--- src/rtl/branch_pkg.sv ---
// Shared opcodes, instruction field positions and FSM state encoding for the
// branch redirect controller.
package branch_pkg;

  localparam logic [5:0] OPC_J   = 6'b000010;
  localparam logic [5:0] OPC_BEQ = 6'b000100;

  localparam int OPC_MSB = 31;
  localparam int OPC_LSB = 26;
  localparam int IDX_MSB = 25;
  localparam int IMM_MSB = 15;

  typedef enum logic [1:0] {
    RUN      = 2'd0,
    WAIT_OPS = 2'd1,
    REDIRECT = 2'd2
  } state_e;

endpackage

--- src/rtl/branch_target_calc.sv ---
// Combinational target generation: j uses the 26-bit index inside the pc4 region,
// beq uses pc4 plus the sign-extended word offset (32-bit wrap-around).
module branch_target_calc
  import branch_pkg::*;
(
  input  logic [IDX_MSB:0] ir_idx,
  input  logic [31:0]      pc4,
  output logic [31:0]      jmp_target,
  output logic [31:0]      beq_target
);

  logic [31:0] beq_offset;

  assign beq_offset = {{14{ir_idx[IMM_MSB]}}, ir_idx[IMM_MSB:0], 2'b00};
  assign jmp_target = {pc4[31:28], ir_idx, 2'b00};
  assign beq_target = pc4 + beq_offset;

endmodule

--- src/rtl/branch_redirect_ctrl.sv ---
// Resolves j/beq in ID, stalls fetch while beq operands are pending, then emits a
// one-cycle PC redirect with ID flush. Define BRANCH_STATS_EN for the stat_* counters.
module branch_redirect_ctrl
  import branch_pkg::*;
  #(parameter int CNT_W = 16)
(
  input  logic        clock,
  input  logic        reset,
  input  logic        id_valid,
  input  logic [31:0] id_ir,
  input  logic [31:0] id_pc4,
  input  logic        rs_busy,
  input  logic        rt_busy,
  input  logic [31:0] rs_val,
  input  logic [31:0] rt_val,
  output logic        fetch_stall,
  output logic        pc_load,
  output logic [31:0] pc_target,
  output logic        id_flush,
  output logic        ctl_done,
  output logic [1:0]  dbg_state
`ifdef BRANCH_STATS_EN
  ,
  output logic [CNT_W-1:0] stat_taken,
  output logic [CNT_W-1:0] stat_ntaken,
  output logic [CNT_W-1:0] stat_wait
`endif
);

  state_e           state_q;
  logic [IDX_MSB:0] ir_q;
  logic [31:0]      pc4_q;
  logic             pc_load_q, id_flush_q, ctl_done_q;
  logic [31:0]      pc_target_q;

  logic [5:0]       opcode;
  logic             is_j, is_beq, is_ctl, ops_busy, ops_eq;
  logic             go_redirect, go_wait, go_ntaken;
  logic [IDX_MSB:0] calc_idx;
  logic [31:0]      calc_pc4, jmp_target, beq_target, target_d;

  assign opcode   = id_ir[OPC_MSB:OPC_LSB];
  assign is_j     = id_valid & (opcode == OPC_J);
  assign is_beq   = id_valid & (opcode == OPC_BEQ);
  assign is_ctl   = is_j | is_beq;
  assign ops_busy = rs_busy | rt_busy;
  assign ops_eq   = (rs_val == rt_val);

  // Once out of RUN the latched copy is authoritative; ID may change underneath.
  assign calc_idx = (state_q == RUN) ? id_ir[IDX_MSB:0] : ir_q;
  assign calc_pc4 = (state_q == RUN) ? id_pc4 : pc4_q;

  branch_target_calc u_calc (
    .ir_idx     (calc_idx),
    .pc4        (calc_pc4),
    .jmp_target (jmp_target),
    .beq_target (beq_target)
  );

  assign target_d = (state_q == RUN && is_j) ? jmp_target : beq_target;

  always_comb begin
    go_redirect = 1'b0;
    go_wait     = 1'b0;
    go_ntaken   = 1'b0;
    case (state_q)
      RUN: begin
        if (is_j) go_redirect = 1'b1;
        else if (is_beq) begin
          if (ops_busy)    go_wait     = 1'b1;
          else if (ops_eq) go_redirect = 1'b1;
          else             go_ntaken   = 1'b1;
        end
      end
      WAIT_OPS: begin
        if (!ops_busy) begin
          if (ops_eq) go_redirect = 1'b1;
          else        go_ntaken   = 1'b1;
        end
      end
      default: ;
    endcase
  end

  always_ff @(posedge clock or posedge reset) begin
    if (reset) begin
      state_q     <= RUN;
      ir_q        <= '0;
      pc4_q       <= '0;
      pc_load_q   <= 1'b0;
      id_flush_q  <= 1'b0;
      ctl_done_q  <= 1'b0;
      pc_target_q <= '0;
    end else begin
      pc_load_q  <= go_redirect;
      id_flush_q <= go_redirect;
      ctl_done_q <= go_redirect | go_ntaken;
      if (go_redirect) pc_target_q <= target_d;
      if (state_q == RUN && is_ctl) begin
        ir_q  <= id_ir[IDX_MSB:0];
        pc4_q <= id_pc4;
      end
      case (state_q)
        RUN: begin
          if (go_redirect)  state_q <= REDIRECT;
          else if (go_wait) state_q <= WAIT_OPS;
        end
        WAIT_OPS: begin
          if (go_redirect)    state_q <= REDIRECT;
          else if (go_ntaken) state_q <= RUN;
        end
        default: state_q <= RUN;
      endcase
    end
  end

  // REDIRECT never stalls: the ID instruction is being flushed that cycle.
  assign fetch_stall = (state_q == WAIT_OPS) | ((state_q == RUN) & is_ctl);
  assign pc_load     = pc_load_q;
  assign id_flush    = id_flush_q;
  assign ctl_done    = ctl_done_q;
  assign pc_target   = pc_target_q;
  assign dbg_state   = state_q;

`ifdef BRANCH_STATS_EN
  localparam logic [CNT_W-1:0] CNT_MAX = '1;
  logic [CNT_W-1:0] taken_q, ntaken_q, wait_q;

  always_ff @(posedge clock or posedge reset) begin
    if (reset) begin
      taken_q  <= '0;
      ntaken_q <= '0;
      wait_q   <= '0;
    end else begin
      if (go_redirect && taken_q != CNT_MAX) taken_q  <= taken_q + CNT_W'(1);
      if (go_ntaken && ntaken_q != CNT_MAX)  ntaken_q <= ntaken_q + CNT_W'(1);
      if (state_q == WAIT_OPS && wait_q != CNT_MAX) wait_q <= wait_q + CNT_W'(1);
    end
  end

  assign stat_taken  = taken_q;
  assign stat_ntaken = ntaken_q;
  assign stat_wait   = wait_q;
`endif

endmodule

--- config.mk ---
export PLATFORM = sky130hd
export DESIGN_NAME = branch_redirect_ctrl
export DESIGN_NICKNAME = d
export VERILOG_FILES = /design/src/rtl/branch_pkg.sv /design/src/rtl/branch_target_calc.sv /design/src/rtl/branch_redirect_ctrl.sv
export SDC_FILE = /design/constraint.sdc
export NUM_CORES = 1
export LEC_CHECK = 0
export CAP_MARGIN = 20
export CORE_ASPECT_RATIO = 0.7
export CORE_MARGIN = 3
export CORE_UTILIZATION = 35
export DETAILED_ROUTE_END_ITERATION = 12
export PLACE_DENSITY = 0.73
export SYNTH_ARGS = -nofsm -noshare
export SYNTH_HDL_FRONTEND = slang
export SYNTH_SLANG_ARGS = --single-unit
--- constraint.sdc ---
create_clock -name clock -period 8.21 [get_ports clock]
set_input_delay 1.642 -clock clock [delete_from_list [all_inputs] [get_ports clock]]
set_output_delay 1.642 -clock clock [all_outputs]
set_load 0.1 [all_outputs]
---- Word-level counts from Yosys, hierarchy flattened ----
Cells that the tools add are included.
storage, ports and cells
  logic and storage cells ................. 46
  bits of input ports ..................... 133
  register bits ........................... 94
operators by class
  bitwise operators ....................... 7
  $add $sub $neg .......................... 1
  reduce and logical (&&, ||, !) cells .... 4
  multiplexer cells ....................... 22
  equal/unequal tests ..................... 6
operators by type and width
  kind                                                                   number
  32-bit 2-to-1 mux                                                      2
  32-bit adder                                                           1
  32-bit equality test                                                   1
  26-bit 2-to-1 mux                                                      1
  1-bit 2-to-1 mux                                                       12
  2-bit 2-to-1 mux                                                       4
  6-bit by 2-bit equality test with 1-bit output, second input constant  1
  6-bit by 3-bit equality test with 1-bit output, second input constant  1
  3-bit != test, second input constant                                   2
  1-bit bitwise OR                                                       4
  1-bit case mux with 2 select lines                                     2
  2-bit case mux with 2 select lines                                     1
  1-bit bitwise AND                                                      3
  2-bit by 1-bit equality test with 1-bit output, second input constant  1
  1-bit logical AND                                                      2
  2-bit zero test                                                        1
  2-bit AND reduction                                                    1

---- Depth between registers and ports, before layout ----
Gate-level depths: netlist of the first run.
  word-level depth ........................ 9
  depth in mapped cells ................... 15

---- Hierarchy ----
From an unflattened synthesis of the first run, not the netlist that was laid out.
second synthesis, totals
  cell total of the unflattened synthesis .. 616
  area total of the unflattened synthesis .. 6666.4 um2
by module, submodules not included
  module                instances  area an instance (um2)  sequential area each (um2)  cells an instance
  branch_redirect_ctrl  1          4807.1                  2352.3                      358
  branch_target_calc    1          1859.3                  0.0                         258

---- Worst setup path before layout of the first run ----
No wires, ideal clock.
  kind .................................... input port to output port
  from .................................... input port id_ir[26]
  to ...................................... output port fetch_stall
  data arrival time ....................... 3.705 ns
  path slack .............................. 2.863 ns
  required time ........................... 6.568 ns
  stages on the path ...................... 4
  cell sequence ........................... nor4_1 and2_1 o21ai_0 a21oi_1
between the ends
  longest elaborated chain between the ends .. 5
ends and longest elaborated chain
  element                                                                                                           RTL line                                                source
  from (decl)                                                                                                       branch_redirect_ctrl.sv:10                              input logic [31:0] id_ir,
  6-bit by 2-bit equality test with 1-bit output or 6-bit by 3-bit equality test with 1-bit output (tied branches)  branch_redirect_ctrl.sv:43, branch_redirect_ctrl.sv:44
  1-bit bitwise AND (on tied branches)                                                                              branch_redirect_ctrl.sv:43, branch_redirect_ctrl.sv:44
  1-bit bitwise OR *                                                                                                branch_redirect_ctrl.sv:45                              assign is_ctl = is_j | is_beq;
  1-bit bitwise AND *                                                                                               branch_redirect_ctrl.sv:118                             assign fetch_stall = (state_q == WAIT_OPS) | ((state_q == RUN) & is_ctl);
  1-bit bitwise OR *                                                                                                branch_redirect_ctrl.sv:118
  to (decl)                                                                                                         branch_redirect_ctrl.sv:16                              output logic fetch_stall,
Mark *: on every way between the ends. The rest lies on a longest branch, timed or not.

---- Worst setup path after layout of the first run ----
Ends and elaborated chain as after synthesis.

==> metrics.txt, run 1 <==
Pwr Density ~170 mW/mm^2; Rows 38; post-CTS sizing 0; Inserted Clock Buffers 9; WP depth 6; Yosys top cell area share 36.6%; Netlist cell types 58; first-pass GRT wire length about 25000 um; RSZ-0062 raised after global routing false; largest net degree at the start of global routing 55; Clock Skews ~0.0093 ns; final setup TNS 0 ns; Pleak 0.00332 uW; DRC violations left 0; critical path class in2out; layout cells sized above 1 17.9%; slew margin rel. 33.4%; crit path max-delay cell type clkdlybuf4s50_1; post-CTS setup buffer count 0; ANT cells 0; PortBufs 170; crit end category output port; status completed; syn_area_per_cell 10.2 sq um; Hold Crit Class reg2reg; initial antenna violation count 1; worst path buffer plus inverter count 2; number of detailed-route iterations in the first pass 4; actual slew at the worst max-slew pin between 0.9 and 1 ns; vias in the first global route a little under 5000; R2R depth 13; Initial Util 36.4%; cell family with most CP delay buffers and inverters; final hold slack approximately 0.48 ns; cell area after layout 0.00800 sq mm; Sink Count 84; Die X 159 um; WL per Instance around 16 um; Mapped Cells around 560; Iter 0 DRT Violations 198; Skew-Pair Late Insertion Delay 0.34 ns; Final #Nets 889; CTS Root Cell clkbuf_16; top cells by area, synth dfrtp_1, mux2_2, xnor2_1; CP required 6.57 ns; core box area 0.0158 sq mm; placed wire-length estimate roughly 12000 um; most frequent cells in the layout clkdlybuf4s50_1, mux2_2, dfrtp_1; max_cap viols 0; vias per cell a little over 5; Post-Synthesis Net Count slightly above 700; die height around 110 um; routability congestion estimate 0.774; most common cell after layout, fill and taps aside clkdlybuf4s50_1; Placed Area ~0.0077 sq mm; CTS tree yes; most frequent CP cell clkdlybuf4s50_1; Setup violations, final 0; H-tree Lvls 3; # IOs 171; Vias 4828; Clock Pin Slew Worst Setup and Hold Paths 0.07 ns; grt ovf 0; Seq/Total Area, Yosys a little over a third; hold buffer count at cts 0; critical-path cell list clkdlybuf4s50_1, nor4_1, and2_1, o21ai_0, a21oi_1, clkdlybuf4s50_1; FF+latch count, synth 84; ANT nets after route 0; WL final 15300 um; Area Growth Syn to Fin 39.3%; mapped cell area around 0.0057 sq mm; maximum VDD drop 0.0000822 V; Max clock buf depth 2; Max Slew Vio Count 0; Fin. Hold Viols 0; total track usage 17.0%; Setup crit start kind primary input; Worst Hold Depth 2; Finished Layout Cells 951; fmax 174 MHz; crit path DAT 4.11 ns; total power 1330 uW; Synth area leader dfrtp_1; period utilisation layout 70.0%; crit path time final 5.75 ns; CP peak stage delay 1.20 ns; placed insts a little over 900; Crit Path Max Fanout 3; YS warnings 0; die area 0.0180 sq mm
path summary, 6_finish.rpt:
path	endpoint	from	slack (ns)
min in group asynchronous	id_flush	reset	1.74
max in group asynchronous	pc4_q[28]	reset	5.42
max reg2reg	pc_target[30]	dbg_state[0]	3.55
min reg2reg	pc_target[12]	pc_target[12]	0.48
min	pc_target[12]	pc_target[12]	0.48
max	fetch_stall	id_ir[26]	2.46
sequential cells by signal (all words and copies together), names as in the netlist:
signal,count
pc_target,32
pc4_q,32
dbg_state,2
ctl_done,1
ir_q,16
id_flush,1
power by group:
part	internal, uW	switching, uW
registers	465	24.7
clock network	276	177
logic	194	188
total	936	389
per-stage QoR:
step | worst slack, ns | util (%)
after floorplan | 2.86 | -
after global placement | 2.47 | 48.6
after detailed placement | 2.45 | 48.6
after CTS | 2.44 | 50.7
after global routing | 2.32 | 50.7
final | 2.46 | 50.7
final cells by class:
class / count / area [sq um]
fill: 1492 / 7780
multi-input combinational: 444 / 3510
sequential: 84 / 2100
timing repair buffer: 175 / 1740
tap: 220 / 275
clock buffer: 11 / 243
clock inverter: 5 / 85.1
inverter: 12 / 46.3
synth_stat cells, drive strengths merged:
library cell and instances:
a21boi 1, nand2 36, nand3b 1, nor2b 6, o31a 1, a311oi 1
o211ai 8, mux2i 6, or2 1, o2111ai 1, mux2 94, and3 1
o21a 10, ha 29, or3 3, a31o 2, buf 14, and2 2
a221oi 2, a21oi 32, nand2b 6, o32a 1, a31oi 8, fa 1
o21ai 46, a2111oi 1, inv 12, dfrtp 84, a211oi 3, a22o 1
nor3 10, nand4 7, clkbuf 10, xor2 15, o21bai 4, nor4 6
and4 2, nand3 10, a22oi 4, nor2 26, a21o 11, o31ai 3
xnor2 42
worst reg2reg max path: cells and delay by family (launching register included):
family	cells	cell delay, ns
compound gates	6	1.28
simple gates	3	1.08
flops	1	0.54
mux	1	0.53
buf+inv	1	0.45
fa+ha+maj	1	0.44
xor+xnor	1	0.23
logic make-up (layout without fill, tap and decap cells):
group | after synthesis | in the layout | share of synthesized area [%]
adder cells (fa/ha/maj) | 30 | 30 | 6.66
AO/OA/AOI/OAI | 140 | 140 | 15.8
multiplexers | 100 | 100 | 19.5
AND/OR/NAND/NOR | 117 | 117 | 10.0
XOR/XNOR | 57 | 57 | 8.69
buffers and inverters | 36 | 203 | 2.77
flip-flops | 84 | 84 | 36.6
per-layer routing:
| layer | GRT usage [%] | vias up | part of all wire [%] | wire length (um) |
|---|---|---|---|---|
| li1 | - | 2376 | - | - |
| met1 | 22.8 | 2296 | 48 | 7350 |
| met2 | 27.2 | 145 | 44 | 6750 |
| met3 | 5.45 | 9 | 6.9 | 1050 |
| met4 | 3.09 | 2 | 0.60 | 92 |
| met5 | 0 | - | 0.10 | 16 |
No activity file was read; power rests on OpenSTA's default activity.
==> run 2, diff against run 1 <==
PLACE_DENSITY = 0.76   (was 0.73)
clock period = 4.7 ns   (was 8.21 ns; I/O delays follow)
==> run 2 against run 1 <==
Clock power up 58%. Setup slack lost 1.7 ns. Clock-buffer cell count rose by 1. Die area unchanged. Cell area grew 0.34%. Via count up 0.64%. Worst hold slack lost 0.0013 ns. Utilization increased by 0.17 points. Cell count grew 0.32%. Combinational power up 76%. Power is 70% higher. Critical path depth is 6 higher. Critical path type is now reg2reg. Critical endpoint is now pc_target[28]. Largest cell class unchanged.
==> metrics.txt, run 2 (synthesized netlist as in run 1, its figures left out) <==
Sink Count 84 (unchanged); Clock Skews 0.00828 ns (was 0.00927 ns); initial antenna violation count 1 (unchanged); final setup TNS 0 ns (unchanged); Min-Delay Startpoint pc_target[7] (was pc_target[12]); PortBufs 170 (unchanged); WL per Instance 16.5 um (was 16.0 um); grt ovf 0 (unchanged); RSZ-0062 raised after global routing false (unchanged); Max Slew Vio Count 0 (unchanged); Area Growth Syn to Fin 39.7% (was 39.3%); post-CTS sizing 0 (unchanged); crit path DAT 4.21 ns (was 4.11 ns); routability congestion estimate 0.874 (was 0.774); Skew-Pair Late Insertion Delay 0.34 ns (about the same); Comb pwr share 30.0% (was 28.8%); layout cells sized above 1 18.1% (was 17.9%); P_int 1580 uW (was 936 uW); Crit Path Max Fanout 16 (was 3); ANT nets after route 0 (unchanged); period utilisation layout 84.1%; most frequent cells in the layout clkdlybuf4s50_1, mux2_2, dfrtp_1 (unchanged); crit path time final 3.95 ns; hold buffer count at cts 0 (unchanged); Placed Area 0.00770 sq mm (was 0.00767 sq mm); vias per cell 5.09 (was 5.08); Final #Nets 891 (was 889); Die X 159 um (unchanged); CTS Root Cell clkbuf_16 (unchanged); Sw Pwr 665 uW (was 389 uW); number of detailed-route iterations in the first pass 4 (unchanged); cell area after layout 0.00803 sq mm (was 0.00800 sq mm); CP peak stage delay 0.50 ns (was 1.20 ns); crit end category flop (was output port); RR Startpoint dbg_state[0] (unchanged); Fin. Hold Viols 0 (unchanged); Setup violations, final 0 (unchanged); first-pass GRT wire length 25500 um (was 24700 um); Clock Pin Slew Worst Setup and Hold Paths 0.06 ns (was 0.07 ns); Inserted Clock Buffers 9 (unchanged); Iter 0 DRT Violations 268 (was 198); Finished Layout Cells 954 (was 951); CTS tree yes (unchanged); CP required 4.96 ns (was 6.57 ns); maximum VDD drop 0.000167 V (was 0.0000822 V); core box area 0.0158 sq mm (unchanged); die height 113 um (unchanged); critical path class reg2reg (was in2out); most common cell after layout, fill and taps aside clkdlybuf4s50_1 (unchanged); critical-path cell list nor2_4, buf_4, mux2_2, ha_1, and4_2, nand2b_1, o31ai_1, o21ai_1, o21ai_1, a31oi_1, xor2_1, o21ai_1 (was clkdlybuf4s50_1, nor4_1, and2_1, o21ai_0, a21oi_1, clkdlybuf4s50_1); placed insts 936 (was 935); crit path max-delay cell type dfrtp_1 (was clkdlybuf4s50_1); Vias 4859 (was 4828); # IOs 171 (unchanged); Max clock buf depth 2 (unchanged); most frequent CP cell o21ai_1 (was clkdlybuf4s50_1); die area 0.0180 sq mm (unchanged); total track usage 17.6% (was 17.0%); share of total power in the clock network 31.9% (was 34.2%); post-CTS setup buffer count 0 (unchanged); placed wire-length estimate 12200 um (was 11600 um); WL final 15700 um (was 15300 um); Pleak 0.00334 uW (was 0.00332 uW); H-tree Lvls 3 (unchanged); Setup crit start kind flop (was primary input); status completed (unchanged); DRC violations left 0 (unchanged); slew margin rel. 32.7% (was 33.4%); Setup crit start dbg_state[0] (was id_ir[26]); final hold slack 0.477 ns (was 0.478 ns); Pwr Density 280 mW/mm^2 (was 166 mW/mm^2); Hold Crit Class reg2reg (unchanged); sw frac 29.6% (was 29.4%); Flop pwr share 38.1% (was 37.0%); vias in the first global route 4994 (was 4874); largest net degree at the start of global routing 60 (was 55); actual slew at the worst max-slew pin 1.01 ns (was 0.996 ns); max_cap viols 0 (unchanged); Rows 38 (unchanged); fill cell count 1473 (was 1492); Initial Util 36.4% (unchanged); fmax 253 MHz
==> run 2: stage by stage <==
step	power, uW	setup WS (ns)	util, %
floorplan	1310	0.440	-
global placement	1530	0.619	48.8
detailed placement	1540	0.521	48.8
CTS	2280	0.776	50.7
global route	2370	0.505	50.9
finish	2250	0.749	50.9
==> run 2: path summary, 6_finish.rpt <==
path / to / slack [ns] / cells after the start
min: pc_target[7] / 0.48 / 2
max in group asynchronous: pc_target[2] / 3.22 / 3
max reg2reg: pc_target[28] / 0.75 / 12
min reg2reg: pc_target[7] / 0.48 / 2
max: pc_target[28] / 0.75 / 12
min in group asynchronous: pc4_q[13] / 0.85 / 2
==> run 2: layout make-up <==
cell class              count  area, sq um  area share [%]
inverters                  12         46.3           0.577
flip-flops and latches     84         2100            26.2
diodes                      1         2.50          0.0312
clock buffers              12          246            3.07
well taps                 220          275            3.43
clock inverters             4         48.8           0.608
multi-input cells         444         3510            43.7
repair buffers            177         1800            22.4
==> run 2: critical path: cells and delay by family (launching register included) <==
family,cells,cell delay (ns)
AO/OA/AOI/OAI,5,1.23
AND/OR/NAND/NOR,3,0.82
flip-flops,1,0.50
adder cells (fa/ha/maj),1,0.40
multiplexers,1,0.38
buffers and inverters,1,0.36
XOR/XNOR,1,0.15
==> run 2: power by group through the flow <==
| stage | sequential (uW) | combinational, uW | clock (uW) |
|---|---|---|---|
| 4_1_cts | 856 | 677 | 743 |
| 3_3_place_gp | 863 | 662 | 0 |
| 3_5_place_dp | 869 | 673 | 0 |
| 6_report | 856 | 674 | 716 |
| 2_1_floorplan | 924 | 382 | 0 |
| 5_1_grt | 868 | 739 | 764 |
==> run 2: routing by layer <==
layer	GRT usage (%)	up-vias	wire [um]
met5	0	-	0
met4	3.97	0	182
met3	5.09	9	1220
met2	28.6	172	7170
met1	23.4	2291	7170
li1	-	2387	-
==> run 3, diff against run 2 <==
clock period = 3.5 ns   (was 4.7 ns; I/O delays follow)
==> run 3 against run 2 <==
Fmax is 19% higher. Largest power group unchanged. First-iteration DRC count is 14% lower. Critical endpoint is now pc_target[17]. Sequential share of layout area is 1.2 points lower. Register-to-register slack worse by 0.58 ns. Setup slack worse by 0.58 ns. Sequential power is 34% higher. Routed wire length is 1.1% higher. Via count is 2.9% higher. Worst hold slack better by 0.0017 ns. Highest routed layer unchanged.
==> metrics.txt, run 3 (synthesized netlist as in run 1, its figures left out) <==
H-tree Lvls 3 (unchanged); R2R depth 14 (was 12); Pwr Density 369 mW/mm^2 (was 280 mW/mm^2); Fin. Hold Viols 0 (unchanged); Hold Crit Class reg2reg (unchanged); max_cap viols 0 (unchanged); Skew-Pair Late Insertion Delay 0.34 ns (about the same); Setup violations, final 0 (unchanged); die height 113 um (unchanged); DRC violations left 0 (unchanged); Pleak 0.00355 uW (was 0.00334 uW); routability congestion estimate 0.885 (was 0.874); CTS tree yes (unchanged); fmax 300 MHz (was 253 MHz); vias in the first global route 5065 (was 4994); Vias 4998 (was 4859); period utilisation layout 95.2% (was 84.1%); fill cell count 1454 (was 1473); Worst Hold Depth 2 (unchanged); die area 0.0180 sq mm (unchanged); crit path time final 3.33 ns (was 3.95 ns); critical path class reg2reg (unchanged); Clock Skews 0.00761 ns (was 0.00828 ns); maximum VDD drop 0.000218 V (was 0.000167 V); vias per cell 5.03 (was 5.09); RSZ-0062 raised after global routing true (was false); critical-path cell list nor2_4, buf_12, buf_4, mux2_2, ha_1, or3_1, o211ai_1, a31oi_4, buf_4, a21o_1, a21oi_1, xnor2_1, o211ai_1, o21a_1 (was nor2_4, buf_4, mux2_2, ha_1, and4_2, nand2b_1, o31ai_1, o21ai_1, o21ai_1, a31oi_1, xor2_1, o21ai_1); initial antenna violation count 0 (was 1); crit end category flop (unchanged); Clock Pin Slew Worst Setup and Hold Paths 0.07 ns (was 0.06 ns); layout cells sized above 1 25.2% (was 18.1%); number of detailed-route iterations in the first pass 4 (unchanged); Final WS setup 0.167 ns (was 0.749 ns); CTS Root Cell clkbuf_16 (unchanged); hold buffer count at cts 0 (unchanged); Final #Nets 932 (was 891); core box area 0.0158 sq mm (unchanged); grt ovf 0 (unchanged); status completed (unchanged); cell family with most CP delay compound AO/OA/AOI/OAI gates (unchanged); Setup crit start kind flop (unchanged); Setup WS pre-CTS -0.216 ns (was 0.521 ns); Initial Util 36.4% (unchanged); CP peak stage delay 0.42 ns (was 0.50 ns); CP required 3.72 ns (was 4.96 ns); total track usage 17.7% (was 17.6%); worst reg2reg setup slack 0.17 ns (was 0.75 ns); ANT nets after route 0 (unchanged); ANT cells 0 (was 1); Sink Count 84 (unchanged); Max clock buf depth 2 (unchanged); most frequent cells in the layout clkdlybuf4s50_1, mux2_2, dfrtp_1 (unchanged); Iter 0 DRT Violations 231 (was 268); actual slew at the worst max-slew pin 0.993 ns (was 1.01 ns); crit path max-delay cell type dfrtp_2 (was dfrtp_1); most common cell after layout, fill and taps aside clkdlybuf4s50_1 (unchanged); PortBufs 170 (unchanged); Rows 38 (unchanged); first-pass GRT wire length 25700 um (was 25500 um); worst path buffer plus inverter count 3 (was 1); Die X 159 um (unchanged); WL per Instance 16.0 um (was 16.5 um); WL final 15900 um (was 15700 um); final setup TNS 0 ns (unchanged); placed wire-length estimate 12000 um (was 12200 um); # IOs 171 (unchanged); largest net degree at the start of global routing 85 (was 60); slew margin rel. 33.6% (was 32.7%); Crit Path Max Fanout 21 (was 16); Max Slew Vio Count 0 (unchanged); crit path DAT 3.56 ns (was 4.21 ns); Inserted Clock Buffers 9 (unchanged); WP depth 14 (was 12); Area Growth Syn to Fin 46.4% (was 39.7%)
==> run 3: timing repair <==
item	4_1_cts	5_1_grt
setup endpoints to repair	0	10
buffers inserted	0	3
resized for setup	0	11
==> run 3: stage by stage <==
stage | utilization [%] | power, uW | area (sq um) | hold slack, ns | std cells
after floorplan | - | 1760 | 5790 | 0.473 | 564
final | 53.3 | 3100 | 8410 | 0.479 | 994
after global routing | 53.3 | 3270 | 8410 | 0.489 | 994
after detailed placement | 51.0 | 2130 | 8050 | 0.470 | 975
after global placement | 51.0 | 2110 | 8050 | 0.462 | 975
after CTS | 52.9 | 3110 | 8340 | 0.485 | 991
==> run 3: layout make-up <==
type | instances | area (sq um) | share of cell area, %
clock buffer | 11 | 233 | 2.77
timing repair buffer | 218 | 2120 | 25.2
clock inverter | 5 | 62.6 | 0.744
inverter | 12 | 46.3 | 0.550
multi-input combinational | 444 | 3570 | 42.5
sequential | 84 | 2100 | 25.0
tap | 220 | 275 | 3.27
==> run 3: worst paths after layout <==
path / start / endpoint
min in group asynchronous: reset / pc_target[6]
hold reg to reg: pc_target[10] / pc_target[10]
setup / recovery: dbg_state[1] / pc_target[17]
max in group asynchronous: reset / dbg_state[0]
setup reg to reg: dbg_state[1] / pc_target[17]
hold / removal: pc_target[10] / pc_target[10]
==> run 3: metal layers <==
layer / vias to the layer above / track usage (%) / part of all wire, %
met1: 2367 / 24.5 / 48
li1: 2461 / - / -
met3: 10 / 4.68 / 6.2
met4: 0 / 3.32 / 0.78
met2: 160 / 28.3 / 45
met5: - / 0 / 0
==> run 3: report_power, final <==
part	switching (uW)	internal (uW)	total [uW]
clock network	409	557	965
logic	472	514	987
registers	60.3	1090	1150
==> run 3: worst reg2reg max path: stages, from the launching register on <==
cell and delay [ns]:
dfrtp_2 0.42, nor2_4 0.17, buf_12 0.19, buf_4 0.21
mux2_2 0.35, ha_1 0.24, or3_1 0.38, o211ai_1 0.16
a31oi_4 0.19, buf_4 0.17, a21o_1 0.17, a21oi_1 0.19
xnor2_1 0.15, o211ai_1 0.11, o21a_1 0.13
